[src/rtl/cache_wb_pkg.sv]
// Shared types and default widths for the cache write buffer slice.
package cache_wb_pkg;

   localparam int unsigned ADDR_W_DEF = 8;
   localparam int unsigned DATA_W_DEF = 32;

   typedef enum logic {
      WB_IDLE,
      WB_ISSUE
   } wb_state_e;

   typedef struct packed {
      logic                  valid;
      logic [ADDR_W_DEF-1:0] addr;
      logic [DATA_W_DEF-1:0] data;
   } wb_entry_t;

endpackage

[src/rtl/cache_wb_fwd_match.sv]
// DEPTH-way address compare with newest-first priority, counted backwards from wr_ptr.
module cache_wb_fwd_match
   import cache_wb_pkg::*;
#(
   parameter  int unsigned DEPTH  = 4,
   parameter  int unsigned ADDR_W = ADDR_W_DEF,
   localparam int unsigned PTR_W  = $clog2(DEPTH)
) (
   input  logic [DEPTH-1:0]  valid,
   input  logic [DEPTH-1:0]  excl,
   input  logic [ADDR_W-1:0] addr [DEPTH],
   input  logic [PTR_W-1:0]  wr_ptr,
   input  logic [ADDR_W-1:0] key,
   output logic              hit,
   output logic [PTR_W-1:0]  idx
);

   logic [PTR_W-1:0] slot;

   // Walk oldest to newest so a later (newer) match overrides an earlier one.
   always_comb begin
      hit  = 1'b0;
      idx  = '0;
      slot = '0;
      for (int unsigned k = DEPTH; k > 0; k--) begin
         slot = wr_ptr - PTR_W'(k);
         if (valid[slot] && !excl[slot] && (addr[slot] == key)) begin
            hit = 1'b1;
            idx = slot;
         end
      end
   end

endmodule

[src/rtl/cache_write_buffer.sv]
// Posted-write buffer between the write-through data cache and main memory, with read forwarding.
// Optional in-place store coalescing is enabled by defining CACHE_WB_COALESCE_EN.
module cache_write_buffer
   import cache_wb_pkg::*;
#(
   parameter int unsigned DEPTH  = 4,
   parameter int unsigned ADDR_W = ADDR_W_DEF,
   parameter int unsigned DATA_W = DATA_W_DEF
) (
   input  logic              clk,
   input  logic              rstn,
   input  logic              wr_valid,
   input  logic [ADDR_W-1:0] wr_addr,
   input  logic [DATA_W-1:0] wr_data,
   output logic              wr_ready,
   input  logic [ADDR_W-1:0] rd_addr,
   output logic              fwd_hit,
   output logic [DATA_W-1:0] fwd_data,
   output logic              mem_req,
   output logic [ADDR_W-1:0] mem_addr,
   output logic [DATA_W-1:0] mem_wdata,
   input  logic              mem_ack,
   input  logic              flush,
   output logic              empty
);

   localparam int unsigned PTR_W = $clog2(DEPTH);
   localparam int unsigned CNT_W = $clog2(DEPTH + 1);

   wb_state_e         state_q, state_d;
   logic [CNT_W-1:0]  count_q, count_d;
   logic [PTR_W-1:0]  wr_ptr_q, wr_ptr_d;
   logic [PTR_W-1:0]  rd_ptr_q, rd_ptr_d;
   logic [DEPTH-1:0]  valid_q, valid_d;
   logic [ADDR_W-1:0] addr_q [DEPTH];
   logic [ADDR_W-1:0] addr_d [DEPTH];
   logic [DATA_W-1:0] data_q [DEPTH];
   logic [DATA_W-1:0] data_d [DEPTH];

   logic              issuing;
   logic              wr_fire;
   logic              push_alloc;
   logic              pop;
   logic              fwd_hit_i;
   logic [PTR_W-1:0]  fwd_idx;
   logic [DEPTH-1:0]  no_excl;

   assign issuing = (state_q == WB_ISSUE);
   assign no_excl = '0;
   assign wr_fire = wr_valid && wr_ready;

   cache_wb_fwd_match #(
      .DEPTH  (DEPTH),
      .ADDR_W (ADDR_W)
   ) u_fwd (
      .valid  (valid_q),
      .excl   (no_excl),
      .addr   (addr_q),
      .wr_ptr (wr_ptr_q),
      .key    (rd_addr),
      .hit    (fwd_hit_i),
      .idx    (fwd_idx)
   );

`ifdef CACHE_WB_COALESCE_EN
   logic              cm_hit;
   logic [PTR_W-1:0]  cm_idx;
   logic [DEPTH-1:0]  head_excl;
   logic              coalesce;

   // The head is frozen while its write is in flight, so it is never a coalesce target.
   always_comb begin
      head_excl = '0;
      if (issuing) head_excl[rd_ptr_q] = 1'b1;
   end

   cache_wb_fwd_match #(
      .DEPTH  (DEPTH),
      .ADDR_W (ADDR_W)
   ) u_coal (
      .valid  (valid_q),
      .excl   (head_excl),
      .addr   (addr_q),
      .wr_ptr (wr_ptr_q),
      .key    (wr_addr),
      .hit    (cm_hit),
      .idx    (cm_idx)
   );

   assign wr_ready   = !flush && ((count_q < CNT_W'(DEPTH)) || cm_hit);
   assign coalesce   = wr_fire && cm_hit;
   assign push_alloc = wr_fire && !cm_hit;
`else
   assign wr_ready   = !flush && (count_q < CNT_W'(DEPTH));
   assign push_alloc = wr_fire;
`endif

   always_comb begin
      state_d  = state_q;
      count_d  = count_q;
      wr_ptr_d = wr_ptr_q;
      rd_ptr_d = rd_ptr_q;
      valid_d  = valid_q;
      addr_d   = addr_q;
      data_d   = data_q;
      pop      = 1'b0;

      if (push_alloc) begin
         valid_d[wr_ptr_q] = 1'b1;
         addr_d[wr_ptr_q]  = wr_addr;
         data_d[wr_ptr_q]  = wr_data;
         wr_ptr_d          = wr_ptr_q + PTR_W'(1);
      end
`ifdef CACHE_WB_COALESCE_EN
      if (coalesce) data_d[cm_idx] = wr_data;
`endif

      case (state_q)
         WB_IDLE:  if (count_q != '0) state_d = WB_ISSUE;
         WB_ISSUE: if (mem_ack) pop = 1'b1;
         default:  state_d = WB_IDLE;
      endcase

      if (pop) begin
         valid_d[rd_ptr_q] = 1'b0;
         rd_ptr_d          = rd_ptr_q + PTR_W'(1);
      end

      count_d = count_q + CNT_W'(push_alloc) - CNT_W'(pop);
      // A store landing in the same cycle as the last pop keeps the drain going back-to-back.
      if (pop && (count_d == '0)) state_d = WB_IDLE;
   end

   always_ff @(posedge clk or negedge rstn) begin
      if (!rstn) begin
         state_q  <= WB_IDLE;
         count_q  <= '0;
         wr_ptr_q <= '0;
         rd_ptr_q <= '0;
         valid_q  <= '0;
         for (int unsigned i = 0; i < DEPTH; i++) begin
            addr_q[i] <= '0;
            data_q[i] <= '0;
         end
      end else begin
         state_q  <= state_d;
         count_q  <= count_d;
         wr_ptr_q <= wr_ptr_d;
         rd_ptr_q <= rd_ptr_d;
         valid_q  <= valid_d;
         addr_q   <= addr_d;
         data_q   <= data_d;
      end
   end

   assign mem_req   = issuing;
   assign mem_addr  = issuing ? addr_q[rd_ptr_q] : '0;
   assign mem_wdata = issuing ? data_q[rd_ptr_q] : '0;
   assign fwd_hit   = fwd_hit_i;
   assign fwd_data  = fwd_hit_i ? data_q[fwd_idx] : '0;
   assign empty     = (count_q == '0) && (state_q == WB_IDLE);

endmodule

[config.mk]
export PLATFORM = sky130hd
export DESIGN_NAME = cache_write_buffer
export DESIGN_NICKNAME = d
export VERILOG_FILES = /design/src/rtl/cache_wb_pkg.sv /design/src/rtl/cache_wb_fwd_match.sv /design/src/rtl/cache_write_buffer.sv
export SDC_FILE = /design/constraint.sdc
export NUM_CORES = 1
export LEC_CHECK = 0
export CORE_ASPECT_RATIO = 0.6
export CORE_UTILIZATION = 44
export CTS_BUF_LIST = sky130_fd_sc_hd__clkbuf_16
export DETAILED_ROUTE_END_ITERATION = 7
export DONT_BUFFER_PORTS = 1
export SETUP_SLACK_MARGIN = 0.05
export SYNTH_ARGS = -nofsm -noshare
export SYNTH_HDL_FRONTEND = slang
export SYNTH_SLANG_ARGS = --single-unit
[constraint.sdc]
create_clock -name clk -period 5.94 [get_ports clk]
set_input_delay 1.188 -clock clk [delete_from_list [all_inputs] [get_ports clk]]
set_output_delay 1.188 -clock clk [all_outputs]
set_load 0.005 [all_outputs]
==> impl_metrics.tcl, run 1 <==
set metrics [dict create \
    run_status "finished, final reports clean" \
    hold_viol_final 0 \
    post-synth-top-area-cell "dfrtp_1" \
    place_hpwl_um 16400 \
    initial_utilization_pct 45.4 \
    maximum_fanout_count_along_the_critical_path 50 \
    cts_setup_buffers 0 \
    antennaDiodeCount 0 \
    number_of_enable_type_register_cells_in_the_synthesized_netlist 0 \
    total_negative_slack_for_setup_checks_ns 0 \
    die_area_um2 23600 \
    timing.critical_path.slowest_stage_cell "mux4_2" \
    net_count_final 769 \
    grt-ovfl-total 0 \
    global_route_wire_length_before_repair_um 40400 \
    detailed_route_iter0_violations 383 \
    total_power_divided_by_cell_area_nw_per_um2 596 \
    cts_sinks 172 \
    critical_path.n_buffers_inverters 2 \
    synth_sequential_area_ratio_pct 42.5 \
    post_drt_via_cell_ratio 6.14 \
    final_layout_size_suffix_gt1_share_pct 40.3 \
    synth.top_cell.area_share_pct 42.5 \
    syn-instance-count 732 \
    required_ns 4.75 \
    core_um2 22300 \
    antenna_found_initial 0 \
    synth_seq_cells 172 \
    fin_crit_sh_pct 91.5 \
    post_cts_resize_count 0 \
    die_w_um 198 \
    areaGrowthSynthToFinish_pct 8.31 \
    via_count 6302 \
    htree_num_levels 4 \
    final_wirelength_um 25600 \
    top_level_pins 129 \
    cp-end-kind "primary output" \
    synth.cell_area_um2 10100 \
    timing.fmax_mhz 184 \
    timing.critical_path.arrival_ns 4.24 \
    timing.hold.worst.class "in2async" \
    criticalPathCategory "reg2out" \
    delay_heaviest_family_cp "compound AO/OA/AOI/OAI gates" \
    dominantRegCellSynth "dfrtp_1" \
    rsz0062_at_grt "no" \
    all_layer_gr_usage_pct 22.9 \
    cts.root.buffer_cell "clkbuf_16" \
    fin_crit_ns 5.43 \
    clock_latency_ns 0.43 \
    avgSynthCellArea_um2 13.8 \
    timing.final.setup_violations 0 \
    numPortBuffers 0 \
    antenna_left 0 \
    avgRoutedWirePerCell_um 25.0 \
    final_max_slew_viol_count 0 \
    floorplan.die.height_um 119 \
    clock_pin_transition_on_the_worst_setup_and_hold_timing_paths_ns 0.06 \
    drc_errors 0 \
    clock_tree.buffer_depth 2 \
    slew-limit-headroom_pct 34.0 \
    synth_area_leaders "dfrtp_1 43%, mux2_2 18%, mux4_2 16%" \
    first_pass_iters 4 \
    postCtsHoldBufs 0 \
    fin_skew_ns 0.00738 \
    yosys-top-cells-count "172 x dfrtp_1, 161 x mux2_2, 71 x mux2i_1, 71 x mux4_2, 43 x and2_1" \
    row_count 42 \
    maximum_number_of_pins_on_one_net_before_global_route_repair 173 \
    critical_path_max_stage_delay_ns 0.60 \
    tritoncts "yes" \
    start_kind "flop" \
    first_global_vias 6731 \
    worstPathCellList "buf_4, mux4_2, xor2_1, nor4_1, nand4_1, o22a_1, o31ai_4, buf_12, mux2i_1, o22ai_1" \
    place.gp.congestion 0.797 \
    maximum_resistive_drop_on_vdd_mv 0.259 \
    leakagePower_nw 4.22 \
    yosys.cell_count.top_type "dfrtp_1" \
    tritoncts.num_buffers 17 \
    fraction_of_registers_with_async_set_reset_pct 100 \
    synth_nets 796 \
    worst_pin_slew_ns 0.989 \
    maxCapViolations 0 \
    finish.utilization_pct 49.2 \
    yosysWarningCount 0 \
    synthDistinctLibCells 43 \
]
metal layers:
layer | vias to the layer above | routed length [um] | global-route usage [%] | part of all wire (%)
met5 | - | 0 | 0 | 0
met3 | 17 | 1910 | 7.76 | 7.4
li1 | 2714 | - | - | -
met2 | 181 | 11900 | 34.3 | 47
met4 | 0 | 236 | 5.81 | 0.92
met1 | 3390 | 11500 | 31.8 | 45
where the power goes:
group | internal, mW | leakage (nW) | switching (mW)
Sequential | 1.75 | 2.10 | 0.675
Combinational | 1.72 | 1.80 | 1.16
Clock | 0.747 | 0.319 | 0.489
flip-flops by register name, summed over array words and instances (netlist names):
register and count:
data_q 128, wr_ptr_q 2, rd_ptr_q 2, addr_q 32, mem_req 1, count_q 3, valid_q 4
final timing paths:
| path | from | endpoint | slack [ns] | cells after the start |
|---|---|---|---|---|
| setup / recovery | wr_ptr_q[0] | fwd_data[10] | 0.51 | 10 |
| hold / removal | rstn | data_q[24] | 0.45 | 0 |
| setup reg to reg | mem_req | mem_req | 2.94 | 9 |
| hold reg to reg | data_q[117] | data_q[117] | 0.53 | 1 |
| max in group asynchronous | rstn | data_q[104] | 5.23 | 0 |
| min in group clk | data_q[117] | data_q[117] | 0.53 | 1 |
kinds of logic (layout without fill, tap and decap cells):
kind of cell | after synthesis | in the layout | share of synthesized area (%)
AOI/OAI and AO/OA | 55 | 55 | 3.50
and+or+nand+nor | 83 | 83 | 4.76
muxes | 303 | 303 | 40.7
xor gates and xnor gates | 38 | 38 | 3.29
buffers and inverters | 70 | 56 | 3.77
DFF | 172 | 172 | 42.5
adders and majority gates | 11 | 11 | 1.43
cells in the final DEF (no fill, tap or decap), drive strengths merged, types with 6 or more instances in the layout:
cell	instances
o22ai	32
xor2	10
xnor2	28
and2	43
dfrtp	172
ha	10
mux2i	71
a21oi	7
o21ai	6
mux4	71
buf	15
clkbuf	17
mux2	161
clkinv	6
nor2	9
inv	12
worst reg2reg max path, stage by stage, from the launching register on:
cell and delay (ns):
dfrtp_1 0.94, and2_1 0.46, ha_1 0.18, inv_1 0.04
ha_1 0.18, fa_1 0.37, xnor2_1 0.19, xnor2_1 0.12
nor4b_1 0.30, nor2_1 0.07
layout make-up:
cell class,count,area (um2)
Timing Repair Buffer,15,138
Sequential cell,172,4310
Multi-Input combinational cell,490,5450
Clock inverter,15,220
Fill cell,1914,11300
Inverter,9,33.8
Clock buffer,17,425
Tap cell,308,385
metrics by stage:
step / std cells / power, mW / hold WS (ns) / worst slack [ns] / area, um2
after floorplan: 732 / 4.65 / 0.497 / 1.15 / 10100
after global placement: 994 / 5.20 / 0.507 / 1.04 / 10300
after detailed placement: 994 / 5.33 / 0.518 / 1.01 / 10300
after CTS: 1026 / 6.60 / 0.426 / 0.526 / 11000
after global routing: 1026 / 6.96 / 0.417 / 0.350 / 11000
final: 1026 / 6.54 / 0.448 / 0.508 / 11000
Power figures use the tool's default switching activity.
==> inputs of run 2 (changes only) <==
- CORE_ASPECT_RATIO: 0.6 -> 1.2
==> run 2 against run 1 <==
Compared with the run above:
- combinational power about the same
- register-to-register slack worse by 0.10 ns
- die area about the same
- fmax is 0.44% lower
- highest routed layer is now met5
- clock skew grew 0.0096 ns
- final area is 1.4% lower
==> impl_metrics.tcl, run 2 (synthesis gave the netlist of run 1 again) <==
set metrics [dict create \
    run_status "finished, final reports clean" \
    fin_crit_ns 5.46 \
    total_negative_slack_for_setup_checks_ns 0 \
    avgRoutedWirePerCell_um 25.5 \
    critical_path_max_stage_delay_ns 0.81 \
    criticalPathCategory "reg2out" \
    place.gp.congestion 0.864 \
    antenna_found_initial 1 \
    all_layer_gr_usage_pct 22.7 \
    leakagePower_nw 4.15 \
    required_ns 4.75 \
    total_power_divided_by_cell_area_nw_per_um2 587 \
    grt-ovfl-total 0 \
    final_wirelength_um 25300 \
    global_route_wire_length_before_repair_um 40400 \
    tritoncts.num_buffers 17 \
    start_kind "flop" \
    worstPathCellList "inv_1, ha_1, buf_4, mux4_2, xnor2_1, nand4_1, or3_1, o21ai_0, o21a_2, o22ai_1" \
    drc_errors 0 \
    clock_pin_transition_on_the_worst_setup_and_hold_timing_paths_ns 0.07 \
    fin_skew_ns 0.0169 \
    tritoncts "yes" \
    fin_crit_sh_pct 91.9 \
    rsz0062_at_grt "no" \
    maxCapViolations 0 \
    largestRegisters "data_q (128), addr_q (32), valid_q (4)" \
    timing.critical_path.arrival_ns 4.27 \
    floorplan.die.height_um 168 \
    delay_heaviest_family_cp "compound AO/OA/AOI/OAI gates" \
    maximum_resistive_drop_on_vdd_mv 0.224 \
    first_global_vias 7003 \
    post_drt_via_cell_ratio 6.28 \
    whs_ns 0.450 \
    detailed_route_iter0_violations 343 \
    clock_latency_ns 0.43 \
    die_area_um2 23600 \
    critical_path.n_buffers_inverters 2 \
    timing.fmax_mhz 183 \
    die_w_um 140 \
    maximum_number_of_pins_on_one_net_before_global_route_repair 173 \
    top_level_pins 129 \
    max_flop_register "data_q" \
    slew-limit-headroom_pct 35.2 \
    via_count 6245 \
    place_hpwl_um 15600 \
    numPortBuffers 0 \
    final_max_slew_viol_count 0 \
    first_pass_iters 4 \
    worst_pin_slew_ns 0.972 \
    final_layout_size_suffix_gt1_share_pct 40.1 \
    leading_cell_type_in_the_layout_fill_and_taps_excluded "dfrtp_1" \
    net_count_final 766 \
    maximum_fanout_count_along_the_critical_path 32 \
    cts_sinks 172 \
    initial_utilization_pct 44.9 \
    clock_tree.buffer_depth 2 \
    htree_num_levels 4 \
    largest_register_ffs 128 \
    cts.root.buffer_cell "clkbuf_16" \
    antenna_left 0 \
    core_um2 22500 \
    postCtsHoldBufs 0 \
    antennaDiodeCount 0 \
    timing.final.setup_violations 0 \
    hold_viol_final 0 \
    timing.hold.worst.class "in2async" \
    timing.critical_path.slowest_stage_cell "o21a_2" \
    mostFrequentLayoutCells "169 x dfrtp_1, 161 x mux2_2, 71 x mux2i_1, 71 x mux4_2, 43 x and2_1" \
    cts_setup_buffers 0 \
    row_count 60 \
    cp-end-kind "primary output" \
    areaGrowthSynthToFinish_pct 6.80 \
]
-- run 2: changes by cell type in the layout (fill, tap and decap cells not counted), moves of 2 or more --
cell,change
bufinv_16,-5
inv_6,+4
clkinv_2,-3
inv_8,+3
buf_12,-2
buf_4,-2
clkinv_4,-2
clkinv_8,+2
-- run 2: path summary, 6_finish.rpt --
check | slack [ns] | to | startpoint | depth (start not counted)
worst max-delay path | 0.48 | fwd_data[1] | wr_ptr_q[0] | 10
worst min-delay path | 0.45 | addr_q[8] | rstn | 0
worst max register to register | 2.84 | mem_req | mem_req | 10
worst min register to register | 0.53 | data_q[119] | data_q[119] | 1
max in group asynchronous | 5.21 | data_q[113] | rstn | 0
min in group clk | 0.53 | data_q[119] | data_q[119] | 1
-- run 2: repair_timing --
action / 4_1_cts / 5_1_grt
gates resized for setup: 0 / 1
endpoints found under the setup margin: 0 / 1
hold endpoints to repair: 0 / 0
-- run 2: cell type report --
class / instances / area (um2)
Tap cell: 279 / 349
Clock inverter: 15 / 146
Inverter: 9 / 33.8
Sequential cell: 172 / 4310
Timing Repair Buffer: 12 / 93.8
Fill cell: 1993 / 11700
Multi-Input combinational cell: 490 / 5450
Clock buffer: 17 / 425
-- run 2: where the power goes --
group	switching (mW)	internal, mW
Combinational	1.15	1.72
Sequential	0.660	1.75
Clock	0.524	0.558
-- run 2: stage by stage --
step                instances  worst slack [ns]  power (mW)  util, %  cell area, um2
floorplan                 732              1.15        4.65        -           10100
global placement          962             0.938        5.16     45.4           10200
detailed placement        962             0.874        5.32     45.4           10200
CTS                       994             0.391        6.43     48.0           10800
global route              994             0.127        6.78     48.0           10800
finish                    994             0.484        6.35     48.0           10800
-- run 2: layer usage --
layer | up-vias | GRT usage [%] | share of wire [%]
li1 | 2700 | - | -
met1 | 3344 | 27.2 | 41
met2 | 159 | 39.0 | 51
met3 | 40 | 6.63 | 6.2
met4 | 2 | 7.84 | 1.8
met5 | - | 0 | 0.043
